## src/rtl/pwm_capture.sv

```systemverilog
// pwm_capture: measures period and high time of an asynchronous PWM input
// and emits one sample per full cycle on a single-slot valid/ready stream.
// Optional idle-line timeout sample: define PWM_CAPTURE_TIMEOUT_EN.
module pwm_capture #(
  parameter int unsigned CNT_WIDTH      = 32,
  parameter int unsigned SYNC_STAGES    = 2,
  parameter int unsigned TIMEOUT_CYCLES = 1024
) (
  input  logic                 ACLK,
  input  logic                 ARESET,
  input  logic                 pwm_in,
  input  logic                 en,
  output logic                 m_valid,
  input  logic                 m_ready,
  output logic [CNT_WIDTH-1:0] m_period,
  output logic [CNT_WIDTH-1:0] m_high,
  output logic                 m_ovf,
  output logic                 m_timeout,
  output logic                 lost,
  input  logic                 clr_lost
);

  typedef enum logic [1:0] {IDLE, ARM, HIGH, LOW} state_t;

  localparam logic [CNT_WIDTH-1:0] CNT_MAX = '1;

  // Reject synchronizer depths outside the supported range at elaboration
  if (SYNC_STAGES < 2 || SYNC_STAGES > 4 || TIMEOUT_CYCLES == 0) begin : g_bad_param
    $error("pwm_capture: illegal parameter value");
  end

  state_t                 state_q, state_d;
  logic [SYNC_STAGES-1:0] sync_q;
  logic                   sync;
  logic                   hist_q;
  logic                   rise_q, fall_q;
  logic [CNT_WIDTH-1:0]   cnt_q;
  logic [CNT_WIDTH-1:0]   high_q;
  logic                   ovf_q;
  logic                   emit_c;
  logic                   to_fire_c;
  logic                   load_c;
  logic                   drop_c;
  logic                   restart_c;
  logic                   run_c;

  assign sync = sync_q[SYNC_STAGES-1];

  // Synchronizer, history flop and registered edge pulses
  always_ff @(posedge ACLK) begin
    if (ARESET) begin
      sync_q <= '0;
      hist_q <= 1'b0;
      rise_q <= 1'b0;
      fall_q <= 1'b0;
    end else begin
      sync_q <= {sync_q[SYNC_STAGES-2:0], pwm_in};
      hist_q <= sync;
      rise_q <= sync & ~hist_q;
      fall_q <= ~sync & hist_q;
    end
  end

`ifdef PWM_CAPTURE_TIMEOUT_EN
  localparam int unsigned TO_W = $clog2(TIMEOUT_CYCLES + 1);

  logic [TO_W-1:0] to_cnt_q;
  logic            to_armed_q;
  logic            to_hit_c;

  assign to_hit_c = to_armed_q && (state_q != IDLE) && !rise_q && !fall_q &&
                    (to_cnt_q == TO_W'(TIMEOUT_CYCLES - 1));

  // Idle-line counter; re-armed by any edge, disarmed once it has fired
  always_ff @(posedge ACLK) begin
    if (ARESET) begin
      to_cnt_q   <= '0;
      to_armed_q <= 1'b1;
    end else if (!en || state_q == IDLE || rise_q || fall_q) begin
      to_cnt_q   <= '0;
      to_armed_q <= 1'b1;
    end else if (to_hit_c) begin
      to_cnt_q   <= '0;
      to_armed_q <= 1'b0;
    end else if (to_armed_q) begin
      to_cnt_q   <= to_cnt_q + TO_W'(1);
    end
  end
`endif

  // FSM state register
  always_ff @(posedge ACLK) begin
    if (ARESET) state_q <= IDLE;
    else        state_q <= state_d;
  end

  // FSM next state and sample emit decision
  always_comb begin
    state_d   = state_q;
    emit_c    = 1'b0;
    to_fire_c = 1'b0;
    if (!en) begin
      state_d = IDLE;
    end else begin
      case (state_q)
        IDLE:    state_d = ARM;
        ARM:     if (rise_q) state_d = HIGH;
        HIGH:    if (fall_q) state_d = LOW;
        LOW:     if (rise_q) begin
                   state_d = HIGH;
                   emit_c  = 1'b1;
                 end
        default: state_d = IDLE;
      endcase
`ifdef PWM_CAPTURE_TIMEOUT_EN
      if (to_hit_c) begin
        state_d   = ARM;
        emit_c    = 1'b1;
        to_fire_c = 1'b1;
      end
`endif
    end
  end

  assign restart_c = en && rise_q && (state_q == ARM || state_q == LOW);
  assign run_c     = en && (state_q == HIGH || state_q == LOW);

  // Saturating cycle counter and captured high time
  always_ff @(posedge ACLK) begin
    if (ARESET) begin
      cnt_q  <= '0;
      high_q <= '0;
      ovf_q  <= 1'b0;
    end else begin
      if (restart_c) begin
        cnt_q <= CNT_WIDTH'(1);
        ovf_q <= 1'b0;
      end else if (run_c) begin
        if (cnt_q == CNT_MAX) ovf_q <= 1'b1;
        else                  cnt_q <= cnt_q + CNT_WIDTH'(1);
      end
      if (en && state_q == HIGH && fall_q) high_q <= cnt_q;
    end
  end

  assign load_c = emit_c && (!m_valid || m_ready);
  assign drop_c = emit_c && m_valid && !m_ready;

  // Single output slot with drop-on-full and sticky lost flag
  always_ff @(posedge ACLK) begin
    if (ARESET) begin
      m_valid  <= 1'b0;
      m_period <= '0;
      m_high   <= '0;
      m_ovf    <= 1'b0;
      lost     <= 1'b0;
    end else begin
      if (load_c) begin
        m_valid  <= 1'b1;
        m_period <= to_fire_c ? '0 : cnt_q;
        m_high   <= to_fire_c ? {CNT_WIDTH{sync}} : high_q;
        m_ovf    <= to_fire_c ? 1'b0 : ovf_q;
      end else if (m_ready) begin
        m_valid  <= 1'b0;
      end
      if (drop_c)        lost <= 1'b1;
      else if (clr_lost) lost <= 1'b0;
    end
  end

`ifdef PWM_CAPTURE_TIMEOUT_EN
  // Timeout marker travels with the sample it belongs to
  always_ff @(posedge ACLK) begin
    if (ARESET)      m_timeout <= 1'b0;
    else if (load_c) m_timeout <= to_fire_c;
  end
`else
  assign m_timeout = 1'b0;
`endif

endmodule

```

## config.mk

```make
export PLATFORM = sky130hd
export DESIGN_NAME = pwm_capture
export DESIGN_NICKNAME = d
export VERILOG_FILES = /design/src/rtl/pwm_capture.sv
export SDC_FILE = /design/constraint.sdc
export NUM_CORES = 1
export LEC_CHECK = 0
export CAP_MARGIN = 15
export CORE_UTILIZATION = 40
export DETAILED_ROUTE_END_ITERATION = 16
export PLACE_DENSITY = 0.63
export SYNTH_ARGS = -nofsm -noshare
export SYNTH_HDL_FRONTEND = slang
export SYNTH_SLANG_ARGS = --single-unit
```

## constraint.sdc

```tcl
create_clock -name ACLK -period 5.8 [get_ports ACLK]
set_input_delay 0.87 -clock ACLK [delete_from_list [all_inputs] [get_ports ACLK]]
set_output_delay 0.87 -clock ACLK [all_outputs]
set_load 0.02 [all_outputs]
```

### After elaboration in Yosys (flattened, before gate mapping)

Cells that the tools add are included.

| word-level totals | value |
|---|---|
| flip-flop bits (word level) | 139 |
| output and inout bits | 68 |

| operators by class | value |
|---|---|
| reduce and logical (&&, ||, !) cells | 24 |
| equal/unequal tests | 7 |
| bitwise gates (word level) | 6 |
| mux-type cells | 13 |
| add/sub/neg operators | 1 |

Operators by type and width:

| operator | number |
|---|---|
| $add 32x1->32 const B | 1 |
| $eq 32x32->1 const B | 1 |
| $mux 1 | 10 |
| $logic_and 1x1->1 | 8 |
| $reduce_and 2->1 | 4 |
| $pmux 2 s3 | 1 |
| $reduce_bool 2->1 | 3 |
| $reduce_or 2->1 | 3 |
| $eq 2x2->1 const B | 2 |
| $mux 2 | 2 |
| $ne 2x2->1 const B | 2 |
| $not 1->1 | 4 |
| $logic_or 1x1->1 | 3 |
| $and 1x1->1 | 2 |
| $eq 2x1->1 const B | 1 |
| $logic_not 1->1 | 2 |
| $logic_not 2->1 | 1 |
| $ne 2x1->1 const B | 1 |

### Depth between registers and ports, before layout

Gate-level depths: netlist of run 1.

| depth | value |
|---|---|
| depth after elaboration | 6 |
| depth in mapped cells | 7 |

### Least setup slack after synthesis of run 1

No wires, ideal clock.

| timing path | value |
|---|---|
| path kind | input to register |
| start | in en |
| end | reg cnt_q[18] |
| path buffers | 1 |
| stages on the path | 6 |
| setup slack | 3375 ps |
| arrival | 2354 ps |
| cells stage by stage | nand2_1 > or2_2 > or4_4 > buf_6 > or3_1 > a21oi_1 |

| on the way | value |
|---|---|
| longest elaborated chain between the ends | 3 |
| elaborated cells on any way between the ends | 5 |
| those cells by class | reduce/logical (5) |

RTL lines:

| element | line | text |
|---|---|---|
| from (decl) | 12 | `input logic en,` |
| $logic_and 1x1->1 (2 in a row) | 125 | `assign restart_c = en && rise_q && (state_q == ARM \|\| state_q == LOW);` |
| $reduce_or 2->1 (no source line) | n/a |  |
| to (signal assigned) | 140 | `else cnt_q <= cnt_q + CNT_WIDTH'(1);` |
| to (decl) | 37 | `logic [CNT_WIDTH-1:0] cnt_q;` |

Parallel ways exist; a longest one is shown, timed or not.
A chain may end at the register's enable or synchronous reset.

### Final worst setup path of run 1

| timing path | value |
|---|---|
| start | in en |
| end | reg cnt_q[23] |

The elaborated chain is that of the path after synthesis.

==> key figures, run 1 <==
Synthesis
  • Synth top area cells: dfxtp_1 (52%), nand2_1 (15%), a21oi_1 (11%)
  • Post-synth top area share: 52.12%
  • Post-synth EDFFs: 0
  • Synth Register Bits: 139
  • Most numerous cell in the Yosys netlist: nand2_1
  • Syn Nets: 672
  • Main flop type after synthesis: dfxtp_1
  • Top cells by count, synth: nand2_1 (213), dfxtp_1 (139), a21oi_1 (122)
  • Post-synth ARST share: 0%
  • Synth cell types: 46
  • Yosys warns: 0
  • Mapped Area: 0.005339 mm²
  • Register area share after synthesis: 52.12%
  • Post-synth top area cell: dfxtp_1
  • Avg Inst Size Synth: 8.028 µm²
  • Post-Syn Instances: 665

Global route
  • Grt ovf: 0
  • GRT Total Usage: 18.77%
  • Vias in the first global route: 4411
  • Initial antenna violation count: 0
  • Largest net degree at the start of global routing: 108
  • First-pass GRT wire length: 20920 µm

Worst setup path
  • Crit path capture type: flop
  • R2R setup slack: 3.27 ns
  • CP max FO: 19
  • CP delay by family, top: simple AND/OR/NAND/NOR gates
  • Worst reg2reg path endpoint: cnt_q[26]$_SDFFE_PP0P_
  • Max incr delay on CP: 0.66 ns
  • Critical path buffers and inverters: 1
  • CP max stage cell: or4_2
  • Setup CP Type: input port to flop
  • Worst path required time: 6.15 ns
  • Arr. time, crit path: 3.20 ns
  • Worst Setup Start Kind: input port
  • Cells along the critical path: clkdlybuf4s50_1 -> nand2_1 -> or2_2 -> a21o_1 -> or4_2 -> a21oi_1
  • Worst Reg-to-Reg Cells: 6
  • Reg-to-reg critical path startpoint: cnt_q[0]$_SDFFE_PP0P_

Routing
  • Avg WL per Cell: 14.01 µm
  • 1st-iter DRT viols: 328
  • ANT nets after route: 0
  • First-pass DRT Iterations: 5
  • Drt drc: 0
  • Vias per inst: 5.183
  • DR vias: 4644
  • Drt total wl: 12550 µm

Pwr
  • Peak supply drop: 0.1660 mV
  • PwrDens: 311.4 mW/mm²
  • Leak: 2.137 nW

Clocking
  • Clk sinks: 139
  • Post-CTS sizing: 0
  • H-tree Lvls: 4
  • CTS Buffer Depth: 2
  • CTS clk-pin slew, worst paths: 0.06 ns
  • Later-pin clock latency in the skew report: 0.43 ns
  • TritonCTS Buffers: 17
  • CTS tree: yes
  • Number of post-CTS setup repair buffers: 0
  • CTS Hold Bufs: 0
  • Root buf cell: clkbuf_16

Run
  • Total of max-cap violations: 0

Place
  • Post-DP HPWL: 8171 µm
  • Dpl ws: 2.555 ns
  • Routability congestion estimate from global placement: 0.8467
  • PortBufs: 72

Cells and area
  • Area growth syn-to-layout: 26.39%
  • Final core utilization: 52.61%
  • Fillcell total: 1251
  • Layout cells sized above 1: 7.182%
  • Fin nets: 718
  • Diode count: 0

Die
  • Die W: 117.5 µm
  • IO Pins: 74
  • Core Region: 0.01282 mm²
  • Starting Density: 41.63%
  • DIE AREA: 0.01381 mm²
  • Die height: 117.5 µm
  • Cell Rows: 41

Run status
  • Status: complete, no violations

STA
  • Max Slew Vio Count: 0
  • Clock Skew: 0.009657 ns
  • Period utilization: 49.21%
  • Fmax: 0.3504 GHz
  • Tmin final: 2.854 ns
  • Worst slew margin: 31.15%
  • Final hold viol count: 0
  • Worst slew pin tran: 1.033 ns
  • Setup ws final: 2.946 ns
  • Final setup fails: 0
  • RSZ-0062 raised after global routing: no
  • Setup_tns: 0 ns

Min path
  • Worst hold path class: flop to flop
  • Hold Startpoint: hist_q$_SDFF_PP0_
  • WHS Path Cells: 1
  • Destination of the worst hold path: rise_q$_SDFF_PP0_
per-stage QoR:
step,area [µm²],power [mW],cells,hold slack [ns]
3_3_place_gp,6112,1.002,863,0.3929
2_1_floorplan,5339,0.9960,665,0.3835
5_1_grt,6748,2.163,896,0.4314
6_report,6748,2.101,896,0.4007
3_5_place_dp,6112,1.003,863,0.3942
4_1_cts,6733,2.123,895,0.4026
power breakdown:
group / leakage (nW) / internal, mW / switching, mW
clock network: 0.288 / 0.700 / 0.420
registers: 1.12 / 0.956 / 0.00192
logic: 0.729 / 0.00548 / 0.0175
how the worst max path moves through the flow:
stage | startpoint | to | slack [ns] | cells after the start
after floorplan | en | cnt_q[18]$_SDFFE_PP0P_ | 3.38 | 6
after global placement | en | cnt_q[21]$_SDFFE_PP0P_ | 2.60 | 6
after detailed placement | en | cnt_q[23]$_SDFFE_PP0P_ | 2.56 | 6
after CTS | en | cnt_q[23]$_SDFFE_PP0P_ | 2.99 | 6
after global routing | en | m_period[30]$_SDFFE_PP0P_ | 2.78 | 7
final | en | cnt_q[23]$_SDFFE_PP0P_ | 2.95 | 6
layout make-up:
class	instances	area, µm²	area share, %
flip-flops and latches	139	2783	41.24
clock inverters	13	167.7	2.485
well taps	172	215.2	3.189
clock buffers	19	452.9	6.712
inverters	1	3.754	0.05563
multi-input cells	474	2355	34.90
repair buffers	78	770.7	11.42
cell usage in the layout, fill, tap and decap left out, types with 8 or more instances in the layout:
cell type / Yosys / routed
a21oi_1: 122 / 122
clkbuf_16: 0 / 17
clkdlybuf4s50_1: 0 / 71
dfxtp_1: 139 / 139
nand2_1: 213 / 213
nand3_1: 12 / 12
nand4_1: 11 / 11
nor2_1: 18 / 18
o21ai_0: 9 / 9
o31ai_1: 9 / 9
or4_1: 8 / 8
registers in the layout, summed over array words and instances, names as in the netlist, 2 cells and up:
register / flops
m_period: 32
cnt_q: 32
high_q: 32
m_high: 32
state_q: 2
sync_q: 2
per-layer routing:
| metal | GRT usage, % | share of wire [%] |
|---|---|---|
| met1 | 25.80 | 50 |
| met2 | 27.74 | 43 |
| met3 | 4.748 | 4.7 |
| met4 | 8.253 | 1.5 |
| met5 | 0 | 0 |
kinds of logic after synthesis:
| kind of cell | after synthesis | share of synthesized area (%) |
|---|---|---|
| buffers and inverters | 52 | 4.007 |
| AOI/OAI and AO/OA | 158 | 16.17 |
| and+or+nand+nor | 305 | 25.90 |
| DFF | 139 | 52.12 |
| muxes | 1 | 0.1875 |
| xor gates and xnor gates | 8 | 1.312 |
| adders and majority gates | 1 | 0.2343 |
| other | 1 | 0.07024 |
No activity file was read; power rests on OpenSTA's default activity.
==> run 2, diff against run 1 <==
PLACE_DENSITY = 0.66   (was 0.63)
clock period = 2.3 ns   (was 5.8 ns; I/O delays follow)
==> run 2 against run 1 <==
  * Non-clock buffer count is 41 higher
  * Setup slack worse by 2.9 ns
  * First-iteration DRC count is 23% higher
  * Total power grew to 2.6 times the previous value
  * Clock-buffer cell count is 1 higher
  * Design area is 5.5% higher
  * Routed wire length is 5.5% higher
  * Critical path depth is 1 lower
  * Largest power group unchanged
==> key figures, run 2 (synthesized netlist as in run 1, its figures left out) <==
Worst setup path
  • Crit path capture type: flop
  • CP max FO: 7
  • Worst path required time: 2.65 ns
  • R2R setup slack: 0.08 ns
  • Setup CP Type: flop to flop
  • Worst Setup Start Kind: flop
  • Arr. time, crit path: 2.57 ns

STA
  • Max Slew Vio Count: 0
  • Setup_tns: 0 ns
  • Fmax: 0.4503 GHz
  • Worst slew pin tran: 0.6123 ns
  • Tmin final: 2.221 ns
  • Period utilization: 96.56%
  • Clock Skew: 0.005693 ns
  • Final hold viol count: 0
  • Final setup fails: 0
  • Hold WS: 0.1635 ns
  • Worst slew margin: 59.18%
  • RSZ-0062 raised after global routing: no

Die
  • DIE AREA: 0.01381 mm²
  • Starting Density: 41.63%
  • IO Pins: 74
  • Die height: 117.5 µm
  • Core Region: 0.01282 mm²
  • Cell Rows: 41
  • Die W: 117.5 µm

Routing
  • Avg WL per Cell: 14.14 µm
  • 1st-iter DRT viols: 402
  • Drt total wl: 13250 µm
  • DR vias: 4842
  • First-pass DRT Iterations: 6
  • ANT nets after route: 0
  • Drt drc: 0
  • Vias per inst: 5.168

Global route
  • First-pass GRT wire length: 22490 µm
  • GR Layer Usage met1: 27.73%
  • Met3 Resource Use GR: 5.087%
  • Largest net degree at the start of global routing: 66
  • GRT Total Usage: 20.00%
  • Met2 Use GR: 29.51%
  • Grt ovf: 0
  • Initial antenna violation count: 0
  • Vias in the first global route: 4582
  • Busiest grt layer: met2

Place
  • Placed Cells: 905
  • Post-DP HPWL: 9043 µm
  • Placed instance area: 0.006465 mm²
  • PortBufs: 72
  • Routability congestion estimate from global placement: 0.8911

Pwr
  • Clock power share: 54.5%
  • Internal: 4.406 mW
  • Peak supply drop: 0.4846 mV
  • Psw: 1.052 mW
  • PwrDens: 766.6 mW/mm²
  • Part of the power in registers: 44.3%
  • Leak: 2.383 nW
  • Sw Share: 19.28%
  • Comb pwr share: 1.2%

Cells and area
  • Final core utilization: 55.51%
  • Commonest cells after routing, fill and taps aside: nand2_1 (213), dfxtp_1 (136), a21oi_1 (122)
  • Diode count: 0
  • Fin nets: 759
  • Area growth syn-to-layout: 33.35%
  • Commonest non-fill, non-tap cell in the layout: nand2_1
  • Final instance area: 0.007119 mm²
  • Layout cells sized above 1: 12.42%
  • Final cell count without fillers: 937

Clocking
  • CTS Buffer Depth: 2
  • Number of post-CTS setup repair buffers: 0
  • H-tree Lvls: 4
  • CTS clk-pin slew, worst paths: 0.06 ns
  • Later-pin clock latency in the skew report: 0.42 ns
  • Root buf cell: clkbuf_16
  • Clk sinks: 139
  • TritonCTS Buffers: 17
  • CTS tree: yes

Run status
  • Status: complete, no violations

Run
  • Total of max-cap violations: 0

Min path
  • Worst hold path class: input port to flop
run 2: final timing paths:
kind,start,to,cells past startpoint
setup / recovery,cnt_q[7]$_SDFFE_PP0P_,cnt_q[29]$_SDFFE_PP0P_,5
hold / removal,ARESET,high_q[9]$_SDFFE_PP0P_,2
setup reg to reg,cnt_q[7]$_SDFFE_PP0P_,cnt_q[29]$_SDFFE_PP0P_,5
hold reg to reg,hist_q$_SDFF_PP0_,rise_q$_SDFF_PP0_,1
run 2: what timing repair did:
item / in CTS / in global routing
resized for setup: 0 / 3
endpoints found under the setup margin: 0 / 3
endpoints found under the hold margin: 0 / 0
hold buffers: 0 / 0
run 2: area by class of cell:
cell class | count | area (µm²)
clock inverters | 12 | 193.9
clock buffers | 20 | 456.7
inverters | 1 | 3.754
repair buffers | 119 | 1109
multi-input cells | 474 | 2355
fillers | 1160 | 5705
well taps | 172 | 215.2
flip-flops and latches | 139 | 2786
run 2: critical path, cell delays in order, from the launching register on:
cell	delay (ns)
dfxtp_1	0.47
nand4_2	0.20
or4_4	0.61
or2_4	0.28
or4_1	0.43
a21oi_1	0.16
run 2: per-stage QoR:
stage	power (mW)	setup WS, ns
detailed placement	2.536	-0.1472
floorplan	2.512	0.1876
finish	5.458	0.07917
global placement	2.534	-0.1314
CTS	5.509	0.09947
global route	5.634	0.0002078
run 2: power groups by stage:
stage / Combinational (mW) / Sequential, mW / Clock (mW)
2_1_floorplan: 0.0451 / 2.47 / 0
3_3_place_gp: 0.0654 / 2.47 / 0
3_5_place_dp: 0.0668 / 2.47 / 0
4_1_cts: 0.0669 / 2.42 / 3.03
5_1_grt: 0.0733 / 2.42 / 3.15
6_report: 0.0675 / 2.42 / 2.97
run 2: routing by layer:
| metal | up-vias | wire, µm |
|---|---|---|
| met3 | 25 | 787 |
| met4 | 0 | 208 |
| li1 | 2440 | - |
| met1 | 2219 | 6376 |
| met2 | 158 | 5875 |
| met5 | - | 0 |
==> patch (flow settings as in run 2) <==
Put one more register stage on the output `m_ovf`, without a reset. The value now appears one clock later. The other outputs are not delayed to match.
--- a/src/rtl/pwm_capture.sv
+++ b/src/rtl/pwm_capture.sv
@@ -24,4 +24,6 @@
 
   localparam logic [CNT_WIDTH-1:0] CNT_MAX = '1;
+
+  logic m_ovf_s0;
 
   // Reject synchronizer depths outside the supported range at elaboration
@@ -153,5 +155,5 @@
       m_period <= '0;
       m_high   <= '0;
-      m_ovf    <= 1'b0;
+      m_ovf_s0 <= 1'b0;
       lost     <= 1'b0;
     end else begin
@@ -160,5 +162,5 @@
         m_period <= to_fire_c ? '0 : cnt_q;
         m_high   <= to_fire_c ? {CNT_WIDTH{sync}} : high_q;
-        m_ovf    <= to_fire_c ? 1'b0 : ovf_q;
+        m_ovf_s0 <= to_fire_c ? 1'b0 : ovf_q;
       end else if (m_ready) begin
         m_valid  <= 1'b0;
@@ -179,4 +181,8 @@
 `endif
 
+  always_ff @(posedge ACLK) begin
+    m_ovf <= m_ovf_s0;
+  end
+
 endmodule
 
Formal check against the unedited RTL: same outputs for any inputs over 10 cycles, from zero or initial values and one cycle with ARESET high; that may be too few to reach the edited logic, so the function may still have changed.
==> patch against run 2 <==
Setup slack better by 0.052 ns. Wire length is 0.83% lower. Global-route usage is 0.32 points lower. Synthesized area is 0.37% higher. Critical path depth is 1 higher. Total power is 1.4% higher. Cell area is 1.2% higher. Clock skew is 0.0017 ns higher. Die area is 0.37% higher. Via count is 0.89% higher. Sequential cell count is 1 higher. Non-clock buffer count is 4 higher. Critical endpoint is now cnt_q[30]$_SDFFE_PP0P_.
==> patch: results (changes against run 2) <==
Run status
  – Status: complete, no violations (unchanged)

Routing
  – Routed len/inst: 13.9 um (was 14.1 um)
  – First-pass DRT Iterations: 5 (was 6)
  – Vias per cell: 5.19 (was 5.17)
  – Initial DRC count: 444 (was 402)

Timing
  – Hold WS: 0.256 ns (was 0.163 ns)
  – Final Skew: 0.00739 ns (was 0.00569 ns)
  – Rel. slew slack: 45.4% (was 59.2%)

Placement
  – Post-DP HPWL: 9.22 mm (was 9.04 mm)
  – Area after DPL: 6540 um2 (was 6460 um2)
  – Gpl congestion: 0.868 (was 0.891)

Critical path
  – Worst R2R End: cnt_q[30]$_SDFFE_PP0P_ (was cnt_q[29]$_SDFFE_PP0P_)
  – Slowest cell on the critical path: or4_4 (unchanged)
  – Register-to-Register Path Depth: 6 (was 5)
  – CP arrival: 2.53 ns (was 2.57 ns)
  – Critical-path maximum fanout: 13 (was 7)
  – Setup slack, reg-to-reg: 0.13 ns (was 0.08 ns)
  – Worst R2R Start: cnt_q[0]$_SDFFE_PP0P_ (was cnt_q[7]$_SDFFE_PP0P_)

Hold path
  – Worst Hold Endpoint: cnt_q[0]$_SDFFE_PP0P_ (was high_q[9]$_SDFFE_PP0P_)

Pwr
  – Worst VDD drop: 0.431 mV (was 0.485 mV)
  – Leakage: 2.42 nW (was 2.38 nW)

Finish
  – Layout cells sized above 1: 12.9% (was 12.4%)
  – Nets@finish: 764 (was 759)

Global routing
  – Global-route wire length before repair: 21.9 mm (was 22.5 mm)
  – GRT Resource Usage Total: 19.7% (was 20.0%)
  – Vias in the first global route: 4517 (was 4582)

Yosys
  – Net Count, Synth: 673 (was 672)
  – Top cells by area, synth: dfxtp_1, nand2_1, a21oi_1 (unchanged)
  – Synth cell count leaders: nand2_1, dfxtp_1, a21oi_1 (unchanged)
  – Register area share after synthesis: 52.3% (was 52.1%)
patch: worst register-to-register path, stage by stage, from the launching register on:
cell and delay (ns):
dfxtp_2 0.36, ha_2 0.21, and3_1 0.21, nand2_1 0.11, or4_4 0.60, or4_1 0.45, a21oi_1 0.16
patch: cell type report:
type,instances,area [um2]
clock inverter,15,235
multi-input combinational,474,2360
inverter,1,3.75
tap,172,215
timing repair buffer,123,1160
clock buffer,17,425
sequential,140,2800
fill,1163,5620
patch: stage by stage:
| stage | power (W) | utilization [%] | cells | setup WS (ns) | setup TNS (ns) |
|---|---|---|---|---|---|
| after floorplan | 0.00253 | - | 666 | 0.188 | 0 |
| after global placement | 0.00255 | 51.0 | 910 | -0.125 | -0.643 |
| after detailed placement | 0.00255 | 51.0 | 910 | -0.139 | -0.944 |
| after CTS | 0.00558 | 56.1 | 942 | 0.0914 | 0 |
| after global routing | 0.00572 | 56.2 | 942 | 0.0251 | 0 |
| final | 0.00553 | 56.2 | 942 | 0.132 | 0 |
patch: cell families after synthesis:
logic type	synth area share, %
DFF	52.3
adders and majority gates	0.233
and+or+nand+nor	25.8
buffers and inverters	3.99
other	0.0700
muxes	0.187
xor gates and xnor gates	1.31
AOI/OAI and AO/OA	16.1
patch: how the worst max path moves through the flow:
stage	from	end	slack [ns]	cells after the start
3_3_place_gp	en	cnt_q[30]$_SDFFE_PP0P_	-0.12	6
4_1_cts	cnt_q[0]$_SDFFE_PP0P_	cnt_q[30]$_SDFFE_PP0P_	0.09	6
5_1_grt	cnt_q[0]$_SDFFE_PP0P_	cnt_q[30]$_SDFFE_PP0P_	0.03	6
3_5_place_dp	en	cnt_q[26]$_SDFFE_PP0P_	-0.14	6
2_1_floorplan	cnt_q[0]$_SDFFE_PP0P_	cnt_q[18]$_SDFFE_PP0P_	0.19	7
6_report	cnt_q[0]$_SDFFE_PP0P_	cnt_q[30]$_SDFFE_PP0P_	0.13	6
patch: repair_timing:
action | in CTS | in global routing
endpoints found under the hold margin | 0 | 0
gates resized for setup | 0 | 2
endpoints found under the setup margin | 0 | 3
patch: where the power goes:
group          switching (W)  total [W]  leakage [nW]  internal [W]
combinational      0.0000469  0.0000666         0.971     0.0000197
sequential        0.00000465    0.00243          1.13       0.00243
clock                0.00109    0.00303         0.320       0.00194
total                0.00114    0.00553          2.42       0.00439
patch: layer usage:
metal	share of wire, %	vias to the layer above	global-route usage, %
li1	-	2449	-
met1	50	2264	28.0
met4	1.4	0	6.57
met3	5.7	16	5.96
met5	0	-	0
met2	43	156	28.0
